$ cat src/rtl/mux8_rr_arbiter.sv
`default_nettype none
// ============================================================================
// Module   : mux8_rr_arbiter
// Brief    : Round-robin arbiter and sequencer for an 8:1 single-bit data mux.
//            Grants one of 8 requesters for a tenure of at most MAX_HOLD
//            cycles, drives the registered select/grant, and registers the
//            selected data bit one cycle behind the select.
// Options  : MUXARB_LOCK_EN - when defined, lock=1 with the granted request
//            still high suppresses the MAX_HOLD timeout.
// Revision : 1.0 - initial release
// ============================================================================
module mux8_rr_arbiter #(
    parameter int MAX_HOLD = 4,
    parameter int HOLD_W   = 3
) (
    input  logic       clk,
    input  logic       rst,
    input  logic [7:0] req,
    input  logic       lock,
    input  logic [7:0] D,
    output logic [2:0] S,
    output logic [7:0] grant,
    output logic       gnt_vld,
    output logic       Y,
    output logic       Y_vld
);

    // Two-state controller: no tenure in progress, or a source owns the mux.
    localparam logic [0:0]        c_st_idle  = 1'b0;
    localparam logic [0:0]        c_st_grant = 1'b1;
    localparam logic [HOLD_W-1:0] c_max_hold = HOLD_W'(MAX_HOLD);
    localparam logic [HOLD_W-1:0] c_one      = HOLD_W'(1);

    logic [0:0]        r_state;
    logic [2:0]        r_ptr;
    logic [2:0]        r_sel;
    logic [7:0]        r_grant;
    logic              r_gnt_vld;
    logic [HOLD_W-1:0] r_hold_cnt;
    logic              r_y;
    logic              r_y_vld;

    logic [2:0]        w_base;
    logic [2:0]        w_idx;
    logic [2:0]        w_win;
    logic              w_found;
    logic              w_req_cur;
    logic              w_release;

`ifndef MUXARB_LOCK_EN
    // The lock input has no function in this build.
    logic w_unused_lock;
    assign w_unused_lock = lock;
`endif

    // Rotating priority search. In GRANT the search base is the post-release
    // pointer (S+1), which places the current holder at the lowest rank, so a
    // still-requesting holder only wins again when nobody else is asking.
    always_comb begin
        w_base  = (r_state == c_st_grant) ? (r_sel + 3'd1) : r_ptr;
        w_found = 1'b0;
        w_win   = w_base;
        w_idx   = w_base;
        // Walk from lowest to highest priority so the highest-priority hit
        // is the last one written.
        for (int i = 7; i >= 0; i--) begin
            w_idx = w_base + 3'(i);
            if (req[w_idx]) begin
                w_found = 1'b1;
                w_win   = w_idx;
            end
        end
    end

    // Tenure end: the holder withdrew, or its time slice is used up.
    always_comb begin
        w_req_cur = req[r_sel];
`ifdef MUXARB_LOCK_EN
        w_release = !w_req_cur || (!lock && (r_hold_cnt == c_max_hold));
`else
        w_release = !w_req_cur || (r_hold_cnt == c_max_hold);
`endif
    end

    // Arbitration state, pointer, select, grant and tenure counter.
    always_ff @(posedge clk) begin
        if (rst) begin
            r_state    <= c_st_idle;
            r_ptr      <= 3'd0;
            r_sel      <= 3'd0;
            r_grant    <= 8'd0;
            r_gnt_vld  <= 1'b0;
            r_hold_cnt <= '0;
        end else begin
            case (r_state)
                c_st_idle: begin
                    if (w_found) begin
                        r_grant    <= 8'd1 << w_win;
                        r_sel      <= w_win;
                        r_gnt_vld  <= 1'b1;
                        r_hold_cnt <= c_one;
                        r_state    <= c_st_grant;
                    end
                end
                c_st_grant: begin
                    if (w_release) begin
                        r_ptr <= r_sel + 3'd1;
                        if (w_found) begin
                            // Back-to-back handover, no idle bubble.
                            r_grant    <= 8'd1 << w_win;
                            r_sel      <= w_win;
                            r_hold_cnt <= c_one;
                        end else begin
                            // S keeps its last value while idle.
                            r_grant    <= 8'd0;
                            r_gnt_vld  <= 1'b0;
                            r_hold_cnt <= '0;
                            r_state    <= c_st_idle;
                        end
                    end else begin
                        // Saturate so a locked tenure cannot overflow.
                        r_hold_cnt <= (r_hold_cnt == c_max_hold) ? c_max_hold
                                                                 : r_hold_cnt + c_one;
                    end
                end
                default: begin
                    r_state    <= c_st_idle;
                    r_grant    <= 8'd0;
                    r_gnt_vld  <= 1'b0;
                    r_hold_cnt <= '0;
                end
            endcase
        end
    end

    // Registered mux output, one cycle behind the select.
    always_ff @(posedge clk) begin
        if (rst) begin
            r_y     <= 1'b0;
            r_y_vld <= 1'b0;
        end else begin
            r_y     <= r_gnt_vld ? D[r_sel] : 1'b0;
            r_y_vld <= r_gnt_vld;
        end
    end

    assign S       = r_sel;
    assign grant   = r_grant;
    assign gnt_vld = r_gnt_vld;
    assign Y       = r_y;
    assign Y_vld   = r_y_vld;

endmodule
`default_nettype wire

$ cat config.mk
export PLATFORM = sky130hd
export DESIGN_NAME = mux8_rr_arbiter
export DESIGN_NICKNAME = d
export VERILOG_FILES = /design/src/rtl/mux8_rr_arbiter.sv
export SDC_FILE = /design/constraint.sdc
export NUM_CORES = 1
export LEC_CHECK = 0
export BUFFER_PORTS_ARGS = -buffer_cell sky130_fd_sc_hd__clkbuf_2
export CORE_MARGIN = 10
export CORE_UTILIZATION = 50
export DETAILED_ROUTE_END_ITERATION = 8
export HOLD_SLACK_MARGIN = 0.08
export PLACE_DENSITY = 0.78
export SLEW_MARGIN = 40
export SYNTH_ARGS = -nofsm -noshare
export SYNTH_HDL_FRONTEND = slang
export SYNTH_SLANG_ARGS = --single-unit
$ cat constraint.sdc
create_clock -name clk -period 3.98 [get_ports clk]
set_clock_uncertainty 0.2 [all_clocks]
set_input_delay 0.398 -clock clk [delete_from_list [all_inputs] [get_ports clk]]
set_output_delay 0.398 -clock clk [all_outputs]
set_load 0.01 [all_outputs]
==> qor.log <==
[global_routing] global routing met2 resource utilization 25.3%
[clock_tree] clk_lat worst skew 0.26 ns
[clock_tree] clock transition at the registers of the reported paths 0.07 ns
[layout] net count of the finished layout 301
[floorplanning] die height 83.6 um
[place] placed instance count 321
[power] Reg power frac 15.2%
[detailed_routing] via count 2086
[synthesis] adder-cell share of the synthesized area 3.71%
[power] total power divided by cell area 887 nW/um^2
[detailed_routing] number of search-and-repair iterations in the first detailed-routing pass 5
[power] total net switching power 1.05 mW
[timing] Tcrit/Tclk final 93.3%
[layout] layout overhead on the synthesized area 13.5%
[synthesis] summed instance area of the synthesized netlist 2020 um^2
[worst_setup_path] start-to-end type of the worst setup path reg2reg
[global_routing] met1 usage 18.8%
[synthesis] Post-synth EDFFs 0
[clock_tree] maximum buffer depth of the clock tree 2
[synthesis] area fraction in and, or, nand and nor cells after synthesis 25.0%
[synthesis] fraction of synthesized area in multiplexers 15.9%
[timing] post-route minimum period 3.71 ns
[layout] final std cells w/o fill 325
[outcome] status finished clean
[global_routing] antenna violations before repair 0
[timing] Post-Route Setup TNS 0 ns
[floorplanning] core region area 3970 um^2
[power] maximum vdd drop 0.000503 V
[clock_tree] # clock sinks 21
[worst_setup_path] Arr. time, crit path 3.72 ns
[global_routing] largest net degree at the start of global routing 13
[global_routing] via count of the first global-routing pass 2010
[detailed_routing] total wire length 5470 um
[synthesis] Yosys warnings 0
[synthesis] Post-Syn Instances 241
[timing] highest clock frequency the design can meet 269 MHz
[place] DP Wirelength 4390 um
[synthesis] largest family of logic cells by synthesized area compound AO/OA/AOI/OAI gates
[global_routing] global-route wire length before repair 9270 um
[synthesis] synthesized area per cell 8.40 um^2
[synthesis] Synth Area in XOR/XNOR 3.46%
[timing] Final Hold Violating Endpoints 0
[global_routing] overall track demand over capacity in global routing 14.9%
[synthesis] cells taking the most area after synthesis sky130_fd_sc_hd__dfxtp_1 (21%), sky130_fd_sc_hd__nand3_1 (6.9%), sky130_fd_sc_hd__mux4_2 (6.7%), sky130_fd_sc_hd__mux2i_1 (4.4%), sky130_fd_sc_hd__nor2_1 (4.3%)
[power] Clk network pwr share 6.8%
[place] GPL Wtd Cong 0.930
[timing] Setup Viol. Count Final 0
[worst_setup_path] nature of the critical path startpoint register
[flow_run] number of max-cap violations 0
[clock_tree] root buffer cell sky130_fd_sc_hd__clkbuf_8
[timing] Slew @ Worst Pin 0.578 ns
[timing] final slew viol count 0
[global_routing] GR Util met3 2.64%
[floorplanning] Die W 83.6 um
[timing] worst hold margin 0.268 ns
[synthesis] post-synth net total 266
[synthesis] sequential share of the synthesized area 20.8%
[synthesis] Unique masters post-synth 63
[detailed_routing] wire per inst 16.8 um
[worst_setup_path] Max Fanout on Critical Path 8
[power] internal power 0.989 mW
[floorplanning] I/O pin cnt 33
[clock_tree] H-tree Lvls 1
[detailed_routing] DRC errors left 0
[clock_tree] number of buffers created by CTS 3
[synthesis] portion of synthesized cell area occupied by the leading cell type 20.8%
[worst_setup_path] critical path capture point type register
[floorplanning] initial standard-cell utilization of the core 51.0%
[timing] RSZ-0062 raised after global routing no
[synthesis] cell taking the most area after synthesis sky130_fd_sc_hd__dfxtp_1
[layout] fraction of final layout cells sized beyond drive strength 1 27.3%
[power] share of total power consumed by net switching 51.5%
[synthesis] fraction of registers with async set or reset after synthesis 0%
[timing] max_slew headroom 60.4%
[detailed_routing] number of vias per cell 6.42
[global_routing] most congested layer reported by global routing met2
[synthesis] number of synthesized register bits 21
[detailed_routing] number of DRC markers in iteration 0 245
[synthesis] synthesized-area fraction occupied by ao, oa, aoi and oai cells 26.3%
[power] Static Leakage 0.982 nW
[place] number of port buffers 31
[clock_tree] Setup Buffers After CTS 0
[min_path] type of the tightest min-delay check reg2reg
[power] proportion of power drawn by combinational gates 77.9%
[layout] count of filler cells inserted in the layout 366
[worst_setup_path] Worst Path Required 3.98 ns
[detailed_routing] residual antenna-violating net count after detailed routing 0
[layout] Diodes inserted 0
[floorplanning] area of the die 6990 um^2
[synthesis] most frequently used flop master after synthesis sky130_fd_sc_hd__dfxtp_1
[floorplanning] count of standard-cell rows 23
[clock_tree] clock tree from TritonCTS built
[global_routing] gr ovfl total 0
-- critical path: stages, from the launching register on --
cell and delay (ns):
sky130_fd_sc_hd__dfxtp_1 0.36, sky130_fd_sc_hd__buf_4 0.17, sky130_fd_sc_hd__nor2b_2 0.09, sky130_fd_sc_hd__nor2_4 0.31, sky130_fd_sc_hd__inv_1 0.11, sky130_fd_sc_hd__ha_1 0.52, sky130_fd_sc_hd__mux2i_1 0.15, sky130_fd_sc_hd__mux2i_1 0.25
sky130_fd_sc_hd__a22o_1 0.23, sky130_fd_sc_hd__nor4_2 0.06, sky130_fd_sc_hd__o41ai_2 0.44, sky130_fd_sc_hd__a31oi_4 0.16, sky130_fd_sc_hd__nor4_2 0.36, sky130_fd_sc_hd__a32o_1 0.24
-- cell usage after synthesis (all sizes together) (2+ instances only) --
master	n
nand3	29
nor2	26
dfxtp	21
a21oi	17
nand2	14
o21ai	13
inv	12
mux2i	9
mux2	8
a211oi	6
buf	6
ha	6
mux4	6
xnor2	6
a32o	4
and2	4
nor4	4
o31ai	4
a2111oi	3
a22oi	3
and3	3
a211o	2
a221oi	2
a22o	2
a31oi	2
clkbuf	2
nand3b	2
nor2b	2
o221ai	2
o22ai	2
o41ai	2
or2b	2
xor2	2
-- cell families after synthesis --
group,count (synthesis)
buffers and inverters,20
DFF,21
xor gates and xnor gates,8
muxes,23
and+or+nand+nor,91
adders and majority gates,6
AOI/OAI and AO/OA,72
-- layout by cell type, fill, tap and decap left out, types with 6 or more instances in the layout --
master,netlist,layout
sky130_fd_sc_hd__nand2_1,14,14
sky130_fd_sc_hd__o21ai_0,11,11
sky130_fd_sc_hd__clkbuf_2,0,31
sky130_fd_sc_hd__ha_1,6,6
sky130_fd_sc_hd__buf_4,1,7
sky130_fd_sc_hd__mux2i_1,9,9
sky130_fd_sc_hd__a21oi_1,15,15
sky130_fd_sc_hd__inv_1,10,10
sky130_fd_sc_hd__mux4_2,6,6
sky130_fd_sc_hd__dfxtp_1,21,21
sky130_fd_sc_hd__a211oi_1,6,6
sky130_fd_sc_hd__nor2_1,23,23
sky130_fd_sc_hd__nand3_1,28,28
-- through the flow --
stage	instance area [um^2]	setup WS (ns)	util, %	power (mW)
after global placement	2240	0.302	56.5	1.83
after global routing	2300	0.0414	57.8	2.20
after floorplan	2020	0.255	-	1.53
final	2300	0.267	57.8	2.04
after detailed placement	2240	0.251	56.5	1.86
after CTS	2290	0.197	57.6	2.01
-- registers in the layout (all words and copies together), names as in the netlist --
| signal | cells |
|---|---|
| Y_vld | 1 |
| r_state | 1 |
| gnt_vld | 1 |
| grant | 8 |
| r_ptr | 3 |
| S | 3 |
| Y | 1 |
| r_hold_cnt | 3 |
-- power by group through the flow --
stage,Sequential (mW),Clock [mW],Combinational [mW]
after floorplan,0.333,0,1.19
after global placement,0.312,0,1.52
after detailed placement,0.316,0,1.54
after CTS,0.311,0.143,1.55
after global routing,0.319,0.152,1.73
final,0.311,0.139,1.59
-- final cells by class --
class | instances | area [um^2] | area share [%]
Tap cell | 50 | 62.6 | 2.72
Inverter | 12 | 45.0 | 1.96
Sequential cell | 21 | 420 | 18.3
Timing Repair Buffer | 38 | 208 | 9.04
Multi-Input combinational cell | 200 | 1520 | 66.0
Clock buffer | 4 | 45.0 | 1.96
-- layer usage --
layer	share of wire (%)	wire length (um)
met5	0	0
met4	1.8	99
met3	7.4	407
met2	50	2750
met1	40	2210
-- final timing paths --
kind	startpoint	slack [ns]	endpoint	cells after the start
max	S[0]	0.27	grant[3]	13
max reg2reg	S[0]	0.27	grant[3]	13
min reg2reg	grant[7]	0.27	grant[7]	2
min	grant[7]	0.27	grant[7]	2
-- what timing repair did --
item	in CTS	in global routing
endpoints found under the setup margin	0	13
hold buffers	0	0
gates resized for setup	0	2
Power figures use the tool's default switching activity.
